**src/rtl/speck_pkg.sv**
```systemverilog
// Shared constants, FSM state type and 16-bit rotate helpers for the SPECK32/64 cores.
package speck_pkg;

  localparam int SPECK_WORD_W = 16;
  localparam int SPECK_ROUNDS = 22;
  localparam int SPECK_ALPHA  = 7;
  localparam int SPECK_BETA   = 2;

  typedef logic [SPECK_WORD_W-1:0] speck_word_t;

  typedef enum logic [1:0] {
    ST_IDLE,
    ST_EXPAND,
    ST_DECRYPT,
    ST_DONE
  } speck_state_t;

  function automatic speck_word_t rol16(input speck_word_t v, input int unsigned n);
    return (v << n) | (v >> (SPECK_WORD_W - n));
  endfunction

  function automatic speck_word_t ror16(input speck_word_t v, input int unsigned n);
    return (v >> n) | (v << (SPECK_WORD_W - n));
  endfunction

endpackage

```
**src/rtl/speck_dec_round.sv**
```systemverilog
// One combinational SPECK32/64 inverse round: undoes the y mix first, then the x mix.
module speck_dec_round
  import speck_pkg::*;
(
  input  logic [SPECK_WORD_W-1:0] x,
  input  logic [SPECK_WORD_W-1:0] y,
  input  logic [SPECK_WORD_W-1:0] k,
  output logic [SPECK_WORD_W-1:0] x_next,
  output logic [SPECK_WORD_W-1:0] y_next
);

  speck_word_t x_sub;

  always_comb begin
    y_next = ror16(y ^ x, SPECK_BETA);
    x_sub  = (x ^ k) - y_next;
    x_next = rol16(x_sub, SPECK_ALPHA);
  end

endmodule

```
**src/rtl/speck32_decrypt.sv**
```systemverilog
// Iterative SPECK32/64 decryption: expand the key into a 22-entry store, then run 22 inverse rounds.
// Optional macro SPECK_KEY_CACHE_EN skips expansion when the key matches the last expanded key.
module speck32_decrypt
  import speck_pkg::*;
#(
  parameter int ROUNDS = SPECK_ROUNDS
)(
  input  logic        clk,
  input  logic        rst,
  input  logic        s_valid,
  output logic        s_ready,
  input  logic [31:0] s_ct,
  input  logic [63:0] s_key,
  output logic        m_valid,
  input  logic        m_ready,
  output logic [31:0] m_pt
);

  localparam int CNT_W = $clog2(ROUNDS);
  localparam logic [CNT_W-1:0] LAST_EXPAND = CNT_W'(ROUNDS - 2);
  localparam logic [CNT_W-1:0] LAST_ROUND  = CNT_W'(ROUNDS - 1);

  speck_state_t     state_reg, state_next;
  speck_word_t      x_reg, y_reg, k_reg, rk_fwd_reg, rk_ram_reg;
  speck_word_t      l_reg [3];
  logic [CNT_W-1:0] cnt_reg;
  logic             fwd_sel_reg;
  speck_word_t      store [ROUNDS];

  logic             accept, cache_hit, store_we;
  logic [CNT_W-1:0] store_waddr, store_raddr;
  speck_word_t      store_wdata, l_new, k_new, rk, x_dec, y_dec;

  assign accept = s_valid && s_ready && !rst;
  assign m_pt   = {x_reg, y_reg};

`ifdef SPECK_KEY_CACHE_EN
  logic [63:0] key_cache_reg;
  logic        cache_valid_reg;

  assign cache_hit = cache_valid_reg && (s_key == key_cache_reg);

  // The store is overwritten as soon as a new key starts expanding, so the cache drops out until it finishes.
  always_ff @(posedge clk) begin
    if (rst) begin
      key_cache_reg   <= '0;
      cache_valid_reg <= 1'b0;
    end else if (accept && !cache_hit) begin
      key_cache_reg   <= s_key;
      cache_valid_reg <= 1'b0;
    end else if (state_reg == ST_EXPAND && cnt_reg == LAST_EXPAND) begin
      cache_valid_reg <= 1'b1;
    end
  end
`else
  assign cache_hit = 1'b0;
`endif

  always_ff @(posedge clk) begin
    if (rst) state_reg <= ST_IDLE;
    else     state_reg <= state_next;
  end

  always_comb begin
    state_next = state_reg;
    s_ready    = 1'b0;
    m_valid    = 1'b0;
    case (state_reg)
      ST_IDLE: begin
        s_ready = 1'b1;
        if (s_valid) state_next = cache_hit ? ST_DECRYPT : ST_EXPAND;
      end
      ST_EXPAND:  if (cnt_reg == LAST_EXPAND) state_next = ST_DECRYPT;
      ST_DECRYPT: if (cnt_reg == '0) state_next = ST_DONE;
      ST_DONE: begin
        m_valid = 1'b1;
        if (m_ready) state_next = ST_IDLE;
      end
      default: state_next = ST_IDLE;
    endcase
  end

  // Key schedule step i: the l words form a 3-deep shift register feeding back l_new.
  always_comb begin
    l_new = (k_reg + ror16(l_reg[0], SPECK_ALPHA)) ^ SPECK_WORD_W'(cnt_reg);
    k_new = rol16(k_reg, SPECK_BETA) ^ l_new;
  end

  always_comb begin
    store_we    = accept || (state_reg == ST_EXPAND);
    store_waddr = accept ? '0 : cnt_reg + 1'b1;
    store_wdata = accept ? s_key[15:0] : k_new;
    store_raddr = '0;
    if (accept)                                         store_raddr = LAST_ROUND;
    else if (state_reg == ST_DECRYPT && cnt_reg != '0)  store_raddr = cnt_reg - 1'b1;
  end

  // Round keys are prefetched one cycle ahead; store[21] is forwarded since it is written on the same edge.
  always_ff @(posedge clk) begin
    if (store_we) store[store_waddr] <= store_wdata;
    rk_ram_reg <= store[store_raddr];
  end

  assign rk = fwd_sel_reg ? rk_fwd_reg : rk_ram_reg;

  speck_dec_round u_round (
    .x      (x_reg),
    .y      (y_reg),
    .k      (rk),
    .x_next (x_dec),
    .y_next (y_dec)
  );

  always_ff @(posedge clk) begin
    if (rst) begin
      x_reg       <= '0;
      y_reg       <= '0;
      k_reg       <= '0;
      l_reg[0]    <= '0;
      l_reg[1]    <= '0;
      l_reg[2]    <= '0;
      cnt_reg     <= '0;
      fwd_sel_reg <= 1'b0;
      rk_fwd_reg  <= '0;
    end else begin
      fwd_sel_reg <= (state_reg == ST_EXPAND) && (cnt_reg == LAST_EXPAND);
      rk_fwd_reg  <= k_new;
      case (state_reg)
        ST_IDLE: if (accept) begin
          x_reg    <= s_ct[31:16];
          y_reg    <= s_ct[15:0];
          k_reg    <= s_key[15:0];
          l_reg[0] <= s_key[31:16];
          l_reg[1] <= s_key[47:32];
          l_reg[2] <= s_key[63:48];
          cnt_reg  <= cache_hit ? LAST_ROUND : '0;
        end
        ST_EXPAND: begin
          l_reg[0] <= l_reg[1];
          l_reg[1] <= l_reg[2];
          l_reg[2] <= l_new;
          k_reg    <= k_new;
          cnt_reg  <= cnt_reg + 1'b1;
        end
        ST_DECRYPT: begin
          x_reg <= x_dec;
          y_reg <= y_dec;
          if (cnt_reg != '0) cnt_reg <= cnt_reg - 1'b1;
        end
        default: ;
      endcase
    end
  end

endmodule

```
**config.mk**
```make
export PLATFORM = sky130hd
export DESIGN_NAME = speck32_decrypt
export DESIGN_NICKNAME = d
export VERILOG_FILES = /design/src/rtl/speck_pkg.sv /design/src/rtl/speck_dec_round.sv /design/src/rtl/speck32_decrypt.sv
export SDC_FILE = /design/constraint.sdc
export NUM_CORES = 1
export LEC_CHECK = 0
export CAP_MARGIN = 20
export CORE_ASPECT_RATIO = 1.4
export CORE_MARGIN = 4
export CORE_UTILIZATION = 56
export CTS_BUF_LIST = sky130_fd_sc_hd__clkbuf_8
export CTS_CLUSTER_DIAMETER = 120
export DETAILED_ROUTE_END_ITERATION = 10
export PLACE_DENSITY = 0.79
export SLEW_MARGIN = 15
export SYNTH_ARGS = -nofsm -noshare
export SYNTH_HDL_FRONTEND = slang
export SYNTH_SLANG_ARGS = --single-unit
```
**constraint.sdc**
```tcl
create_clock -name clk -period 4.01 [get_ports clk]
set_input_delay 0.401 -clock clk [delete_from_list [all_inputs] [get_ports clk]]
set_output_delay 0.401 -clock clk [all_outputs]
set_load 0.05 [all_outputs]
```
After elaboration in Yosys (flattened, before gate mapping) --
Memory sizes are Yosys's and may differ from the RTL's. A register that Yosys moved wholly into a read port is not among the register bits. Index checks and enable logic that the tools add are counted.
Word-level totals: memories kept 2, bits in latches 0, output and inout bits 34, RAM bits 400, memory bits (read-only) 0, register bits after elaboration 72
Memory list:
- store | depth 22, width 16, rd ports 1, clocked after Yosys merged registers in 1, write ports 1, RTL line speck32_decrypt.sv:28 | speck_word_t store [ROUNDS];
- l_reg | depth 3, width 16, rd ports 3, clocked after Yosys merged registers in 0, write ports 3, RTL line speck32_decrypt.sv:25 | speck_word_t l_reg [3];
Operators by class: bitwise gates (word level) 14, equality and inequality tests 10, mux-type cells 38, magnitude comparators 0, multipliers 0, divide/modulo/power cells 0, reductions and logical operators 16, add/sub/neg operators 4, shift operators 0
Operator list (number):
- two-way mux 16 bit | 11
- case mux 16 bit (2 select lines) | 3
- XOR 16 bit | 3
- two-way mux 5 bit | 5
- adder 16 bit | 1
- OR 14 x 16 -> 16 bit | 1
- OR 16 x 2 -> 16 bit | 1
- OR 16 x 7 -> 16 bit | 1
- OR 9 x 16 -> 16 bit | 1
- subtractor 16 bit | 1
- XOR 16 x 5 -> 16 bit | 1
- case mux 5 bit (3 select lines) | 1
- two-way mux 1 bit | 13
- two-way mux 2 bit | 4
- != test 2 bit (second input constant) | 4
- case mux 2 bit (4 select lines) | 1
- OR 1 bit | 6
- adder 5 x 1 -> 5 bit (second input constant) | 1
- == test 5 bit (second input constant) | 1
- logical NOT 5 bit | 1
- nonzero test 5 bit | 1
- subtractor 5 x 1 -> 5 bit (second input constant) | 1
- == test 2 bit (second input constant) | 2
- logical AND 1 bit | 4
- other kinds (10) | 13

Logic depth before layout (Yosys ltp) --
depth after elaboration 10, mapped depth 13, gate-level depth less buffers 11

Hierarchy --
Synthesis repeated with hierarchy kept, for this count alone.
Second synthesis, totals: cells, all modules 1723, area total of the unflattened synthesis 21969.8 um2
Modules (own cells, without submodules):
- speck32_decrypt | area each 20776.2 um2, instances 1, cells an instance 1566
- speck_dec_round | area each 1193.6 um2, instances 1, cells an instance 157

Worst setup path before layout --
Ideal clock, no wire load.
path kind register to register, from register state_reg[0], to memory l_reg[0][0] in the netlist's numbering (enable), stages on the path, launching flop included 9, arrival 3.360 ns, library setup time 0.707 ns, required time 3.303 ns, setup slack -0.057 ns, clock period less this slack 4.067 ns, path through dfxtp_1 -> inv_1 -> ha_1 -> nand3b_1 -> clkbuf_1 -> buf_1 -> clkbuf_1 -> buf_1 -> nand3_1
RTL lines:
- from (decl) | RTL line speck32_decrypt.sv:23 | speck_state_t state_reg, state_next;
- from (signal assigned) | RTL line speck32_decrypt.sv:61 | else state_reg <= state_next;
- to (decl) | RTL line speck32_decrypt.sv:25

Final worst setup path --
from register state_reg[0], to register rk_ram_reg[7], read port of store
On the way: word-level cells in the longest chain between the ends 5, elaborated cells between the ends (all ways) 8, those cells by class 1 x eq/ne; 3 x mux; 4 x reduce/logical
RTL lines:
- logical NOT 2 bit | RTL line speck32_decrypt.sv:68 | case (state_reg)
- two-way mux 1 bit | RTL line speck32_decrypt.sv:68
- logical AND 1 bit (2 in a row) | RTL line speck32_decrypt.sv:34 | assign accept = s_valid && s_ready && !rst;
- two-way mux 5 bit * | RTL line speck32_decrypt.sv:94 | if (accept) store_raddr = LAST_ROUND;
- to (decl) | RTL line speck32_decrypt.sv:24 | speck_word_t x_reg, y_reg, k_reg, rk_fwd_reg, rk_ram_reg;
Mark *: on every way between the ends. The rest lies on a longest branch, timed or not. A chain may end at the register's enable or synchronous reset.

==> reports/metrics.cfg <==
[status]
status=complete, no violations

[timing]
setup_tns_ns=0
fmaxAchievable_mhz=260
slew_headroom_pct=25.5
hold_viol=0
holdWs_ns=0.0684
skew_ns=0.0423
worst_pin_slew_ns=1.12
rsz0062_at_grt=no
slew_violations=0
setup_viol=0
period_share_pct=95.9
min_period_ns=3.84

[die]
die_area_um2=43300
initial_core_util_pct=56.7
fp.coreArea_um2=39500
rows=86
ios=134
fp.dieH_um=245
die_w_um=177

[clocking]
cts.sinks=488
htree_num_levels=3
post_cts_buffers=0
cts_resized=0
cts_tree=built
cts_inserted_buffers=72
cts_hold_buffers=0
clkSlewWorstSetupHoldPaths_ns=0.07
root_buffer=clkbuf_8
cts.path.max_buffers=3
clk_latency_ns=0.64

[pwr]
p_leak_nw=8.61
pwr_density_cell_nw_per_um2=863
pwr-share-comb_pct=44.1
clockPowerShare_pct=19.0
internal_power_mw=13.2
power_frac_seq_pct=36.9
ir_drop_v=0.000822
p_switching_mw=9.35
switching_share_pct=41.5

[drt]
ant_nets=0
drc_errors=0
vias=17100
drtPass1Iterations=6
drt-vias-per-instance=6.67
routed_wl_um=67500
wire_per_inst_um=26.3
drtIter0Drc=2275

[critical_path]
start_kind=flop
path_cells=inv_1 -> ha_1 -> and3b_2 -> nor2_1 -> and2_1 -> nand4_1 -> and4_1
crit_buf_inv=1
required_ns=4.55
critPathKind=reg2reg
crit_arrival_ns=4.38
path_delay_family=simple AND/OR/NAND/NOR gates
path_depth=7
cp-end-kind=flop
slowest_stage=nor2_1
crit_path_max_fanout=22
r2r_cells=7
max_stage_delay_ns=0.77

[global_routing]
grt.overflow.total=0
grt_usage_pct=30.5
grt_max_degree=102
grt_pass1_wl_um=101000
grt_pass1_vias=16600
antenna_found_initial=4

[cells_and_area]
largest_register_ffs=352
final_cells=2568
area_growth_pct=16.5
design_area_um2=26100
drive_gt1_share_pct=11.3
nets=2117
final_util_pct=66.1

[synth]
syn_area_per_cell_um2=12.3
post-synth-top-area-cell=edfxtp_1
synth-main-ff-cell=edfxtp_1
synth_cells=1824
async_flop_share_pct=0
yosysWarnings=0
synth_top_area_share_pct=53.6
syn_nets=1963
yosys-top-cells-count=edfxtp_1, nand2_1, nor2_1
yosysMostFrequentCell=edfxtp_1
ys_types=75
yosysSeqAreaShare_pct=61.5
netlist_area_um2=22400
synthTopCellsByArea=edfxtp_1, dfxtp_1, mux2i_1, a21oi_1, xnor2_1
synth_edf_count=400
synth-seq-cells=488

[run]
drv_cap=0

[placed_design]
dp_hpwl_um=45600
port_buffers=133
gp_congestion=0.928
place_area_um2=24500
placedCellCount=2429

[hold_path]
whs_path_depth=2
hold_class=in2reg

## layout by cell type, fill, tap and decap left out, types with 60 or more instances in the layout
master | synthesis | final
a21oi_1 | 109 | 99
edfxtp_1 | 400 | 400
dfxtp_1 | 88 | 87
buf_4 | 1 | 73
mux2i_1 | 63 | 63
xnor2_1 | 60 | 60
clkdlybuf4s50_1 | 0 | 132
nand2_1 | 133 | 133
o21ai_0 | 88 | 84
clkbuf_8 | 0 | 74
nor2_1 | 124 | 121
## per-stage QoR
stage               worst slack [ns]  power [mW]
finish                         0.166        22.5
global route                  0.0113        23.4
CTS                            0.232        22.2
detailed placement             0.237        18.0
global placement               0.346        17.7
floorplan                      0.176        14.2
## metal layers
metal  vias up  global-route usage (%)  wire (µm)
met3       274                    6.33       6480
li1       7449                       -          -
met5         -                       0         27
met1      8250                    36.3      23500
met2      1154                    50.9      33300
met4         4                    18.1       4200
## power by group through the flow
stage               logic (mW)  clock network (mW)  registers [mW]
CTS                       9.63                4.32            8.29
floorplan                 5.69                   0            8.50
global route              10.5                4.57            8.34
detailed placement        9.61                   0            8.40
global placement          9.37                   0            8.37
finish                    9.94                4.28            8.31
## worst register-to-register path: stages (launching register included)
cell and delay [ns]:
dfxtp_1 0.38, inv_1 0.12, ha_1 0.40, and3b_2 0.49, nor2_1 0.77, and2_1 0.73
nand4_1 0.50, and4_1 0.38
## layout make-up
cell class | count | area (µm²)
timing repair buffer | 210 | 1940
fill | 2855 | 13400
clock buffer | 74 | 1020
sequential | 488 | 13800
clock inverter | 60 | 508
tap | 528 | 661
inverter | 19 | 71.3
antenna | 2 | 5.00
multi-input combinational | 1187 | 8110
## cells by family (layout without fill, tap and decap cells)
kind of cell | after synthesis | count (layout) | share of synthesized area (%)
AOI/OAI and AO/OA | 548 | 548 | 17.3
DFF | 488 | 488 | 61.5
and+or+nand+nor | 458 | 458 | 10.1
buffers and inverters | 149 | 363 | 2.77
xor gates and xnor gates | 78 | 78 | 3.24
muxes | 64 | 64 | 2.87
adders and majority gates | 39 | 39 | 2.25
other | 0 | 2 | 0
## final timing paths
check                             startpoint             to  slack (ns)
worst max-delay path            state_reg[0]  rk_ram_reg[7]        0.17
worst min-delay path                     rst   state_reg[1]        0.07
worst max register to register  state_reg[0]  rk_ram_reg[7]        0.17
worst min register to register      y_reg[4]       y_reg[4]        0.48
(Power assumes the default switching activity.)
